File: src/rtl/ccd_pkg.sv
// rtl/ccd_pkg.sv - shared types and constant helpers for the CCD frame packer
package ccd_pkg;

    typedef enum logic [2:0] {
        IDLE,
        SYNC,
        WAIT_SOF,
        CAPTURE,
        FLUSH,
        DONE
    } state_t;

    function automatic int clog2(input int value);
        int r;
        r = 0;
        for (int v = value - 1; v > 0; v = v >> 1) begin
            r = r + 1;
        end
        return r;
    endfunction

    function automatic int ceil_div(input int num, input int den);
        return (num + den - 1) / den;
    endfunction

endpackage

File: src/rtl/pixel_word_packer.sv
// rtl/pixel_word_packer.sv - packs PIX_W pixels LSB-first into WORD_W words
module pixel_word_packer
    import ccd_pkg::*;
#(
    parameter int PIX_W  = 8,
    parameter int WORD_W = 256
) (
    input  logic              pxlclk,
    input  logic              rst_n,
    input  logic              clear,
    input  logic              push,
    input  logic              flush,
    input  logic [PIX_W-1:0]  pixel,
    output logic              word_valid,
    output logic [WORD_W-1:0] word,
    output logic              pending,
    output logic              last_slot
);

    localparam int PPW    = WORD_W / PIX_W;
    localparam int FILL_W = (PPW > 1) ? clog2(PPW) : 1;

    logic [WORD_W-1:0] acc;
    logic [WORD_W-1:0] acc_ins;
    logic [FILL_W-1:0] fill;

    assign pending   = (fill != '0);
    assign last_slot = (fill == FILL_W'(PPW - 1));

    always_comb begin
        acc_ins = acc;
        acc_ins[fill * PIX_W +: PIX_W] = pixel;
    end

    // acc is cleared after every emitted word, so a flushed word is zero-filled above the last pixel
    always_ff @(posedge pxlclk) begin
        if (!rst_n) begin
            acc        <= '0;
            fill       <= '0;
            word_valid <= 1'b0;
            word       <= '0;
        end else begin
            word_valid <= 1'b0;
            if (clear) begin
                acc  <= '0;
                fill <= '0;
            end else if (push) begin
                if (last_slot) begin
                    word       <= acc_ins;
                    word_valid <= 1'b1;
                    acc        <= '0;
                    fill       <= '0;
                end else begin
                    acc  <= acc_ins;
                    fill <= fill + 1'b1;
                end
            end else if (flush && pending) begin
                word       <= acc;
                word_valid <= 1'b1;
                acc        <= '0;
                fill       <= '0;
            end
        end
    end

endmodule

File: src/rtl/ccd_frame_packer.sv
// rtl/ccd_frame_packer.sv - captures one sensor frame per request into rotating DMEM buffers
module ccd_frame_packer
    import ccd_pkg::*;
#(
    parameter int PIX_W   = 8,
    parameter int WORD_W  = 256,
    parameter int IMG_W   = 28,
    parameter int IMG_H   = 28,
    parameter int NUM_BUF = 2,
    parameter int ADDR_W  = 7,
    localparam int BUF_W  = (NUM_BUF > 1) ? clog2(NUM_BUF) : 1
) (
    input  logic              pxlclk,
    input  logic              rst_n,
    input  logic              iEnable,
    input  logic              iCont,
    input  logic              iFVAL,
    input  logic              iDVAL,
    input  logic [PIX_W-1:0]  iDATA,
    output logic              oDone,
    output logic [BUF_W-1:0]  oBuf_idx,
    output logic              oShort,
    output logic              oOverrun,
    output logic [15:0]       oFrames,
    output logic              oWren,
    output logic [ADDR_W-1:0] oAddr,
    output logic [WORD_W-1:0] oData
);

    localparam int PPW  = WORD_W / PIX_W;
    localparam int NPIX = IMG_W * IMG_H;
    localparam int WPF  = ceil_div(NPIX, PPW);
    localparam int PC_W = clog2(NPIX + 1);

    state_t            state;
    state_t            next_state;
    logic              cont_q;
    logic              tail_open;
    logic [PC_W-1:0]   pix_cnt;
    logic [ADDR_W-1:0] word_cnt;
    logic [BUF_W-1:0]  buf_ptr;
    logic [BUF_W-1:0]  buf_next;
    logic [ADDR_W-1:0] buf_base;
    logic              last_pixel;

    logic push;
    logic flush_req;
    logic pk_clear;
    logic emit;
    logic enter_done;
    logic pk_pending;
    logic pk_last;

    pixel_word_packer #(
        .PIX_W (PIX_W),
        .WORD_W(WORD_W)
    ) u_packer (
        .pxlclk    (pxlclk),
        .rst_n     (rst_n),
        .clear     (pk_clear),
        .push      (push),
        .flush     (flush_req),
        .pixel     (iDATA),
        .word_valid(oWren),
        .word      (oData),
        .pending   (pk_pending),
        .last_slot (pk_last)
    );

    assign buf_base   = ADDR_W'(int'(buf_ptr) * WPF);
    assign buf_next   = (buf_ptr == BUF_W'(NUM_BUF - 1)) ? '0 : buf_ptr + 1'b1;
    assign last_pixel = (pix_cnt == PC_W'(NPIX - 1));
    assign emit       = (push && pk_last) || (flush_req && pk_pending);

    always_comb begin
        next_state = state;
        push       = 1'b0;
        flush_req  = 1'b0;
        pk_clear   = 1'b0;
        enter_done = 1'b0;
        case (state)
            IDLE: begin
                pk_clear = 1'b1;
                if (iEnable) next_state = SYNC;
            end
            SYNC: begin
                if (!iEnable)    next_state = IDLE;
                else if (!iFVAL) next_state = WAIT_SOF;
            end
            WAIT_SOF: begin
                if (!iEnable) begin
                    next_state = IDLE;
                end else if (iFVAL) begin
                    pk_clear   = 1'b1;
                    next_state = CAPTURE;
                end
            end
            CAPTURE: begin
                if (!iEnable) begin
                    pk_clear   = 1'b1;
                    next_state = IDLE;
                end else if (!iFVAL) begin
                    if (pk_pending) begin
                        next_state = FLUSH;
                    end else begin
                        next_state = DONE;
                        enter_done = 1'b1;
                    end
                end else if (iDVAL) begin
                    push = 1'b1;
                    if (last_pixel) begin
                        if (pk_last) begin
                            next_state = DONE;
                            enter_done = 1'b1;
                        end else begin
                            next_state = FLUSH;
                        end
                    end
                end
            end
            FLUSH: begin
                if (!iEnable) begin
                    pk_clear   = 1'b1;
                    next_state = IDLE;
                end else begin
                    flush_req  = 1'b1;
                    next_state = DONE;
                    enter_done = 1'b1;
                end
            end
            DONE: begin
                if (cont_q)        next_state = SYNC;
                else if (!iEnable) next_state = IDLE;
            end
            default: next_state = IDLE;
        endcase
    end

    // tail_open marks the rest of a frame after its last accepted pixel, where extra pixels are overruns
    always_ff @(posedge pxlclk) begin
        if (!rst_n) begin
            state     <= IDLE;
            cont_q    <= 1'b0;
            tail_open <= 1'b0;
            pix_cnt   <= '0;
            word_cnt  <= '0;
            buf_ptr   <= '0;
            oDone     <= 1'b0;
            oBuf_idx  <= '0;
            oShort    <= 1'b0;
            oOverrun  <= 1'b0;
            oFrames   <= '0;
            oAddr     <= '0;
        end else begin
            state <= next_state;

            if (emit) begin
                oAddr    <= buf_base + word_cnt;
                word_cnt <= word_cnt + 1'b1;
            end
            if (state == WAIT_SOF && next_state == CAPTURE) begin
                pix_cnt  <= '0;
                word_cnt <= '0;
            end
            if (push) pix_cnt <= pix_cnt + 1'b1;

            if (state == CAPTURE && iEnable && !iFVAL) oShort <= 1'b1;

            if (push && last_pixel) tail_open <= 1'b1;
            else if (!iFVAL)        tail_open <= 1'b0;
            if (tail_open && iFVAL && iDVAL) oOverrun <= 1'b1;

            if (enter_done) begin
                oDone    <= 1'b1;
                oBuf_idx <= buf_ptr;
                oFrames  <= oFrames + 1'b1;
                buf_ptr  <= buf_next;
            end
            if (state == DONE && next_state != DONE) oDone <= 1'b0;

            if (state == IDLE && next_state == SYNC) begin
                cont_q    <= iCont;
                oShort    <= 1'b0;
                oOverrun  <= 1'b0;
                tail_open <= 1'b0;
            end
        end
    end

endmodule

File: config.mk
export PLATFORM = sky130hd
export DESIGN_NAME = ccd_frame_packer
export DESIGN_NICKNAME = d
export VERILOG_FILES = /design/src/rtl/ccd_pkg.sv /design/src/rtl/pixel_word_packer.sv /design/src/rtl/ccd_frame_packer.sv
export SDC_FILE = /design/constraint.sdc
export NUM_CORES = 1
export LEC_CHECK = 0
export BUFFER_PORTS_ARGS = -buffer_cell sky130_fd_sc_hd__buf_2
export CAP_MARGIN = 20
export CORE_ASPECT_RATIO = 0.75
export CORE_UTILIZATION = 23
export CTS_CLUSTER_DIAMETER = 50
export DETAILED_ROUTE_END_ITERATION = 10
export HOLD_SLACK_MARGIN = 0.02
export PLACE_DENSITY_LB_ADDON = 0.2
export SKIP_CTS_REPAIR_TIMING = 1
export SLEW_MARGIN = 10
export SYNTH_ARGS = -nofsm -noshare
export SYNTH_HDL_FRONTEND = slang
export SYNTH_HIERARCHICAL = 1
export SYNTH_SLANG_ARGS = --single-unit
File: constraint.sdc
create_clock -name pxlclk -period 4.89 [get_ports pxlclk]
set_input_delay 1.467 -clock pxlclk [delete_from_list [all_inputs] [get_ports pxlclk]]
set_output_delay 1.467 -clock pxlclk [all_outputs]
set_load 0.02 [all_outputs]
== After elaboration in Yosys (flattened, before gate mapping) ==
Cells that the tools add are included.

* Flip-flop bits (word level): 568
* Latch bits: 0
* Memory bits (writable): 0
* Bits in read-only memories: 0
* Bits of input ports: 14
* Output and inout bits: 284
* Word-level logic and storage cells: 111
* Memories kept: 0

* Add/subtract/negate cells: 7
* Multiply operators: 1
* Divide/modulo/power cells: 0
* $lt $le $gt $ge: 0
* Equal/unequal tests: 12
* Shift-type cells: 2
* Mux-type cells: 49
* Bitwise logic cells: 2
* Reductions and logical operators: 22

{| class="wikitable"
|+ Operators with widths
! kind !! number
|-
| $mux W256 || 6
|-
| $bwmux W256 || 1
|-
| $shift A8 B34 Y256 const A || 1
|-
| $shiftx A8 B34 Y256 || 1
|-
| $mux W3 || 12
|-
| $neg A8 Y34 || 1
|-
| $mux W1 || 22
|-
| $mux W10 || 2
|-
| $pmux W3 S6 || 1
|-
| $add A16 B1 Y16 const B || 1
|-
| $mux W5 || 3
|-
| $add A10 B1 Y10 const B || 1
|-
| $eq A10 B10 Y1 const B || 1
|-
| $logic_and A1 B1 Y1 || 10
|-
| $reduce_or A2 Y1 || 5
|-
| $eq A3 B2 Y1 const B || 3
|-
| $add A6 B7 Y7 || 1
|-
| $add A7 B1 Y7 const B || 1
|-
| $eq A3 B1 Y1 const B || 2
|-
| $eq A3 B3 Y1 const B || 2
|-
| $mul A1 B5 Y6 const B || 1
|-
| $add A5 B1 Y5 const B || 1
|-
| $eq A5 B5 Y1 const B || 1
|-
| $reduce_bool A5 Y1 || 1
|-
| 11 further kinds || 14
|}

== Logic depth before layout (Yosys ltp) ==
Gate-level depths: netlist of the first run.

* Depth in word-level cells: 11
* Mapped depth: 16

== Cells and area by module ==
Netlist of the first run, hierarchy kept.

{| class="wikitable"
|+ Modules (own cells, without submodules)
! module !! instances !! cells an instance !! area each (um2) !! sequential area each (um2)
|-
| pixel_word_packer || 1 || 2108 || 20688.6 || 10369.9
|-
| ccd_frame_packer || 1 || 287 || 2516.2 || 1001.0
|}

== Worst setup path after synthesis of the first run ==
No wires, ideal clock.

* Kind: input port to flip-flop
* From: input iFVAL
* To: register u_packer.acc[100]
* Arrival time: 3728 ps
* Data required time: 4768 ps
* Slack: 1040 ps
* Cell stages on the path: 10
* Path buffers: 3
* Cells stage by stage: buf_2 a21boi_0 o32ai_1 nand2b_1 clkbuf_1 nor2_1 nor2_1 buf_2 a31oi_4 o2bb2ai_1

* Cells in the longest elaborated chain, start to end: 4

{| class="wikitable"
|+ Ends and longest elaborated chain
! what !! RTL line !! text
|-
| start, declared || ccd_frame_packer.sv:17 || <nowiki>input logic iFVAL,</nowiki>
|-
| $mux W1 || ccd_frame_packer.sv:93 || <nowiki>end else if (iFVAL) begin</nowiki>
|-
| $mux W1 || ccd_frame_packer.sv:91 || <nowiki>if (!iEnable) begin</nowiki>
|-
| $pmux W1 S3 || ccd_frame_packer.sv:81 || <nowiki>case (state)</nowiki>
|-
| net pk_clear || ccd_frame_packer.sv:48 || <nowiki>logic pk_clear;</nowiki>
|-
| $reduce_or A2 Y1 (no source line) || n/a ||
|-
| end signal, assigned || pixel_word_packer.sv:54 || <nowiki>acc <= acc_ins;</nowiki>
|-
| end, declared || pixel_word_packer.sv:23 || <nowiki>logic [WORD_W-1:0] acc;</nowiki>
|}

The timed path passes the listed nets, and every way through them passes these cells.
A chain may end at the register's enable or synchronous reset.

== Worst setup path after layout of the first run ==
* From: register u_packer.fill[0]
* To: register oFrames[13]

{| class="wikitable"
|+ RTL lines
! what !! RTL line !! text
|-
| start, declared || pixel_word_packer.sv:25 || <nowiki>logic [FILL_W-1:0] fill;</nowiki>
|-
| start signal, assigned || pixel_word_packer.sv:55 || <nowiki>fill <= fill + 1'b1;</nowiki>
|-
| $reduce_bool A5 Y1 || pixel_word_packer.sv:27 || <nowiki>assign pending = (fill != '0);</nowiki>
|-
| net pk_pending || ccd_frame_packer.sv:51 || <nowiki>logic pk_pending;</nowiki>
|-
| $mux W1 || ccd_frame_packer.sv:103 || <nowiki>if (pk_pending) begin</nowiki>
|-
| $mux W1 || ccd_frame_packer.sv:102 || <nowiki>end else if (!iFVAL) begin</nowiki>
|-
| $mux W1 || ccd_frame_packer.sv:99 || <nowiki>if (!iEnable) begin</nowiki>
|-
| $pmux W1 S2 || ccd_frame_packer.sv:81 ||
|-
| end signal, assigned || ccd_frame_packer.sv:176 || <nowiki>oFrames <= oFrames + 1'b1;</nowiki>
|-
| end, declared || ccd_frame_packer.sv:24 || <nowiki>output logic [15:0] oFrames,</nowiki>
|}

The timed path passes the listed nets, and every way through them passes these cells.

==> impl_metrics.env, run 1 <==
export IMPL_outcome="completed"
export IMPL_drc=0
export IMPL_numCtsBuffers=75
export IMPL_p_sw_uw=2360
export IMPL_timing_rr_start="u_packer/fill[0]$_SDFFE_PP0P_"
export IMPL_die_h_um=277
export IMPL_finalHoldViolCount=0
export IMPL_rsz0062_at_grt="false"
export IMPL_worst_pin_slew_ns=1.11
export IMPL_core_um2=99600
export IMPL_grt_pass1_wl_mm=140
export IMPL_row_count=100
export IMPL_port_buffers=297
export IMPL_required_ns=5.43
export IMPL_synthFlopType="dfxtp_1"
export IMPL_drv_cap=0
export IMPL_max_freq_mhz=249
export IMPL_clock_path_buffers=3
export IMPL_syn_nets=2420
export IMPL_synth_seq_cells=568
export IMPL_fin_nets=2693
export IMPL_cts_root_buf="clkbuf_16"
export IMPL_p_int_uw=8070
export IMPL_arrival_ns=4.55
export IMPL_p_per_area_nw_per_um2=362
export IMPL_avgRoutedWirePerCell_um=23.4
export IMPL_vias_per_cell=5.29
export IMPL_dpl_hpwl_mm=66.8
export IMPL_power_frac_comb_pct=1.6
export IMPL_postPlaceCellArea_um2=26200
export IMPL_grt_max_degree=193
export IMPL_skew_ns=0.0230
export IMPL_ys_seq_area_share_pct=49.0
export IMPL_pin_count=298
export IMPL_grt_usage_pct=18.0
export IMPL_grt_pass1_vias=21018
export IMPL_slew_headroom_pct=25.2
export IMPL_yosysUniqueCellTypes=90
export IMPL_hold_class="reg -> reg"
export IMPL_cts_max_level=3
export IMPL_num_vias=21423
export IMPL_post_route_min_period_ns=4.01
export IMPL_power_frac_seq_pct=44.4
export IMPL_crit_path_start="u_packer/fill[0]$_SDFFE_PP0P_"
export IMPL_seqCellArea_um2=11400
export IMPL_tns_ns=0
export IMPL_multi_input_area_um2=10900
export IMPL_clk_latency_ns=0.62
export IMPL_route_antenna_remaining_nets=0
export IMPL_firstDrtPassIters=5
export IMPL_syn_to_final_growth_pct=24.2
export IMPL_clkSinkCount=568
export IMPL_period_share_pct=82.1
export IMPL_nFillCells=10511
export IMPL_synth_cells=2395
export IMPL_path_max_fanout=34
export IMPL_post_route_util_pct=28.9
export IMPL_syn_area_um2=23200
export IMPL_crit_type="reg -> reg"
export IMPL_min_from="u_packer/acc[85]$_SDFFE_PP0P_"
export IMPL_pwr_share_clk_pct=53.9
export IMPL_drv_slew=0
export IMPL_cts_tree="done"
export IMPL_endpoint_kind="flip-flop"
export IMPL_hold_slack_ns=0.448
export IMPL_ys_warn_count=6
export IMPL_clkSlewWorstSetupHoldPaths_ns=0.06
export IMPL_syn_mean_instance_area_um2=9.69
export IMPL_die_area_um2=102000
export IMPL_wirelength_mm=94.7
export IMPL_drtIter0Drc=1836
export IMPL_routabilityCongestion=0.818
export IMPL_vdd_drop_max_mv=0.198
export IMPL_synth_edf_count=0
export IMPL_start_kind="flip-flop"
export IMPL_drive_above_1_share_pct=22.8
export IMPL_async_flop_share_pct=0
export IMPL_antenna_found_initial=3
export IMPL_p_leak_uw=0.0108
export IMPL_start_util_pct=23.3
export IMPL_overflow=0
export IMPL_p_sw_share_pct=22.6
export IMPL_setup_viol=0
export IMPL_final_area_um2=28800
export IMPL_die_w_um=369
==> final timing paths <==
| check | end | slack [ns] | cells past startpoint |
|---|---|---|---|
| min | u_packer/word[85]$_SDFFE_PN0P_ | 0.45 | 2 |
| max | oFrames[13]$_SDFFE_PN0P_ | 0.88 | 13 |
| max reg2reg | oFrames[13]$_SDFFE_PN0P_ | 0.88 | 13 |
| min reg2reg | u_packer/word[85]$_SDFFE_PN0P_ | 0.45 | 2 |
==> logic make-up after synthesis <==
family / count (synthesis) / synth area share (%)
AOI/OAI and AO/OA: 929 / 30.9
and+or+nand+nor: 621 / 13.6
DFF: 568 / 49.0
buffers and inverters: 230 / 4.41
muxes: 21 / 0.965
xor gates and xnor gates: 15 / 0.566
adders and majority gates: 11 / 0.593
==> metrics by stage <==
| step | setup slack (ns) | power (µW) | instances |
|---|---|---|---|
| finish | 0.875 | 10400 | 4050 |
| global route | 0.558 | 10800 | 4049 |
| CTS | 0.886 | 10600 | 4047 |
| detailed placement | 0.308 | 4900 | 3915 |
| global placement | 0.350 | 4900 | 3914 |
| floorplan | 1.04 | 4820 | 2395 |
==> worst max-delay path, stage by stage (launching register included) <==
cell      delay (ns)
dfxtp_1         0.31
inv_1           0.07
ha_1            0.34
nand2b_1        0.16
nor2_1          0.13
ha_1            0.41
buf_4           0.27
clkinv_1        0.35
buf_4           0.31
nor4_1          0.54
a311oi_4        0.04
buf_4           0.26
or4_1           0.54
a21oi_1         0.16
==> final cells by class <==
cell class / instances / area share (%)
inverter: 49 / 0.638
tap: 1326 / 5.76
timing repair buffer: 377 / 7.59
multi-input combinational: 1597 / 37.7
clock buffer: 94 / 7.33
antenna: 1 / 0.00868
clock inverter: 38 / 1.53
sequential: 568 / 39.5
==> power groups by stage <==
| stage | combinational (µW) | sequential (µW) | clock (µW) |
|---|---|---|---|
| 6_report | 169 | 4630 | 5620 |
| 5_1_grt | 179 | 4630 | 5950 |
| 4_1_cts | 171 | 4630 | 5770 |
| 3_5_place_dp | 170 | 4730 | 0 |
| 3_3_place_gp | 169 | 4730 | 0 |
| 2_1_floorplan | 91.7 | 4730 | 0 |
==> registers in the layout (all words and copies together), names as in the netlist <==
register	count
pix_cnt	10
u_packer/word_valid	1
oAddr	7
u_packer/word	256
oBuf_idx	1
cont_q	1
oOverrun	1
u_packer/acc	256
oShort	1
oDone	1
tail_open	1
buf_ptr	1
oFrames	16
word_cnt	7
state	3
u_packer/fill	5
==> Yosys cell counts (6+ instances only) <==
master	count	area, µm²
a211oi_1	59	443
buf_6	9	101
nand2_1	93	349
nand2b_1	7	43.8
inv_1	46	173
xor2_1	10	87.6
nand3_1	65	325
o31ai_1	8	60.1
a32o_1	33	330
mux2i_1	19	190
dfxtp_1	568	11400
o21ai_1	23	115
nor4_4	6	128
a31oi_1	18	113
o221ai_1	32	280
or4_1	8	60.1
a22o_1	79	692
or3_1	43	269
ha_1	11	138
o221a_2	32	360
o2bb2ai_1	142	1240
o22ai_1	8	50.1
buf_2	40	200
o21ai_2	11	96.3
nor2b_1	9	56.3
nor2_1	262	983
and3_1	10	62.6
nor4_1	12	75.1
nor3_4	6	97.6
a21oi_1	92	460
and2_1	7	43.8
buf_4	11	82.6
buf_1	11	41.3
o32ai_1	9	78.8
o211ai_1	15	113
nor3_1	44	220
o21ai_0	192	961
a32oi_1	7	61.3
a221oi_1	108	946
a2111oi_0	20	175
nand4_1	13	81.3
clkbuf_1	110	413
==> cell usage in the layout (no fill, tap or decap), drive strengths merged, types with 19 or more instances in the layout <==
cell type	instances
a2111oi	20
a211oi	60
a21oi	96
a221oi	108
a22o	79
a31oi	24
a32o	33
buf	377
clkbuf	94
clkinv	19
dfxtp	568
inv	56
mux2i	20
nand2	94
nand3	67
nor2	262
nor3	55
nor4	23
o21ai	228
o221a	32
o221ai	32
o2bb2ai	142
or3	43
==> routing by layer <==
layer	GRT usage [%]	vias up	routed length (µm)
met1	24.2	10705	43200
met4	5.92	0	2720
met5	0	-	0
met2	28.0	732	42500
met3	4.32	155	6320
li1	-	9831	-
Power figures use the tool's default switching activity.
==> run 2: changes to the inputs <==
==> constraint.sdc (replaced) <==
create_clock -name pxlclk -period 3.8 [get_ports pxlclk]
set_input_delay 1.14 -clock pxlclk [delete_from_list [all_inputs] [get_ports pxlclk]]
set_output_delay 1.14 -clock pxlclk [all_outputs]
set_load 0.02 [all_outputs]
==> run 2 against run 1 <==
Net effect:
- die area stayed put
- sequential cell count stayed put
- critical path depth is 2 lower
- utilization is 0.73 points higher
- non-clock buffer count is 58 higher
- worst setup slack worse by 0.61 ns
- combinational power is 38% higher
- final area is 2.5% higher
- sequential share of layout area is 0.97 points lower
- register-to-register slack worse by 0.61 ns
- largest power group unchanged
==> impl_metrics.env, run 2 (synthesized netlist as in run 1, its figures left out) <==
export IMPL_clkSlewWorstSetupHoldPaths_ns=0.06
export IMPL_dpl_hpwl_mm=67.3
export IMPL_vias_per_cell=5.26
export IMPL_max_freq_mhz=283
export IMPL_slowest_delay_ns=0.53
export IMPL_p_int_uw=10800
export IMPL_overflow=0
export IMPL_vdd_drop_max_mv=0.274
export IMPL_min_from="u_packer/acc[84]$_SDFFE_PP0P_"
export IMPL_post_route_min_period_ns=3.53
export IMPL_pwr_share_clk_pct=55.5
export IMPL_die_h_um=277
export IMPL_num_vias=21636
export IMPL_drtIter0Drc=1740
export IMPL_hold_class="reg -> reg"
export IMPL_power_frac_comb_pct=1.7
export IMPL_route_antenna_remaining_nets=0
export IMPL_nFillCells=10485
export IMPL_grt_usage_pct=18.0
export IMPL_worst_pin_slew_ns=1.13
export IMPL_power_frac_seq_pct=42.8
export IMPL_finalHoldViolCount=0
export IMPL_endpoint_kind="flip-flop"
export IMPL_clkSinkCount=568
export IMPL_grt_pass1_wl_mm=141
export IMPL_firstDrtPassIters=5
export IMPL_setup_viol=0
export IMPL_avgRoutedWirePerCell_um=23.0
export IMPL_rsz0062_at_grt="false"
export IMPL_drc=0
export IMPL_arrival_ns=4.03
export IMPL_crit_buf_inv=2
export IMPL_grt_pass1_vias=21276
export IMPL_skew_ns=0.0233
export IMPL_p_leak_uw=0.0112
export IMPL_crit_top_cell="ha_1"
export IMPL_setup_slack_ns=0.269
export IMPL_numCtsBuffers=76
export IMPL_antenna_found_initial=1
export IMPL_final_common_cell="dfxtp_1"
export IMPL_p_sw_uw=3090
export IMPL_cp_cell_sequence="inv_1, ha_1, nand2b_1, nor2_1, ha_1, nor3b_1, mux2i_4, buf_12, nor4_4, o21ai_1, a22o_1"
export IMPL_core_um2=99600
export IMPL_port_buffers=297
export IMPL_grt_max_degree=111
export IMPL_post_route_util_pct=29.7
export IMPL_row_count=100
export IMPL_crit_path_top_delay_cell="ha_1"
export IMPL_cts_tree="done"
export IMPL_syn_to_final_growth_pct=27.3
export IMPL_die_w_um=369
export IMPL_crit_type="reg -> reg"
export IMPL_p_per_area_nw_per_um2=471
export IMPL_die_area_um2=102000
export IMPL_drive_above_1_share_pct=24.7
export IMPL_place_ws_ns=-0.0695
export IMPL_cts_max_level=3
export IMPL_required_ns=4.30
export IMPL_drv_cap=0
export IMPL_slew_headroom_pct=24.8
export IMPL_cts_root_buf="clkbuf_16"
export IMPL_pin_count=298
export IMPL_period_share_pct=92.9
export IMPL_clk_latency_ns=0.62
export IMPL_clock_path_buffers=3
export IMPL_cp_top_family="simple AND/OR/NAND/NOR gates"
export IMPL_path_max_fanout=13
export IMPL_start_kind="flip-flop"
export IMPL_start_util_pct=23.3
export IMPL_fin_nets=2752
export IMPL_final_cell_mix="dfxtp_1 (568), buf_2 (296), nor2_1 (261)"
export IMPL_drv_slew=0
export IMPL_timing_rr_start="u_packer/fill[0]$_SDFFE_PP0P_"
export IMPL_largestRegisters="u_packer/acc x256, u_packer/word x256, oFrames x16"
export IMPL_routabilityCongestion=0.834
export IMPL_crit_path_start="u_packer/fill[0]$_SDFFE_PP0P_"
export IMPL_outcome="completed"
export IMPL_p_sw_share_pct=22.2
export IMPL_wirelength_mm=94.9
run 2: layout make-up:
type                            count  area, µm²  area share (%)
Inverter                           49        188           0.635
Clock buffer                       97       2200            7.44
Antenna cell                        3       7.51          0.0254
Tap cell                         1326       1660            5.62
Timing Repair Buffer              435       2700            9.15
Multi-Input combinational cell   1597      10900            36.8
Clock inverter                     42        556            1.88
Sequential cell                   568      11400            38.5
run 2: power groups by stage:
stage	clock network, µW	registers [µW]	logic (µW)
2_1_floorplan	0	6090	118
3_3_place_gp	0	6090	231
3_5_place_dp	0	6090	233
4_1_cts	7910	5960	233
5_1_grt	8150	5960	245
6_report	7730	5960	233
run 2: worst paths after layout:
check                                         to  slack [ns]  cells after the start
hold reg to reg   u_packer/word[84]$_SDFFE_PN0P_        0.43                      2
setup reg to reg  u_packer/acc[252]$_SDFFE_PP0P_        0.27                     11
setup / recovery  u_packer/acc[252]$_SDFFE_PP0P_        0.27                     11
hold / removal    u_packer/word[84]$_SDFFE_PN0P_        0.43                      2
run 2: worst register-to-register path, stage by stage (launching register included):
cell and delay (ns):
dfxtp_1 0.35, inv_1 0.07, ha_1 0.21, nand2b_1 0.15, nor2_1 0.09, ha_1 0.53
nor3b_1 0.46, mux2i_4 0.27, buf_12 0.24, nor4_4 0.41, o21ai_1 0.33, a22o_1 0.31
run 2: per-layer routing:
| metal | track usage [%] | up-vias | share of wire, % |
|---|---|---|---|
| met1 | 25.0 | 10852 | 46 |
| met3 | 3.61 | 154 | 6.1 |
| met2 | 27.7 | 684 | 45 |
| met4 | 6.08 | 0 | 3.1 |
| li1 | - | 9946 | - |
| met5 | 0 | - | 0 |
run 2: through the flow:
stage,TNS [ns],power (µW),instance area (µm²),hold WS [ns],cells
floorplan,0,6210,23200,0.425,2395
detailed placement,-0.721,6330,26800,0.437,3975
global route,0,14300,29500,0.467,4114
global placement,-1.02,6320,26800,0.444,3975
finish,0,13900,29500,0.432,4117
CTS,0,14100,29500,0.437,4114
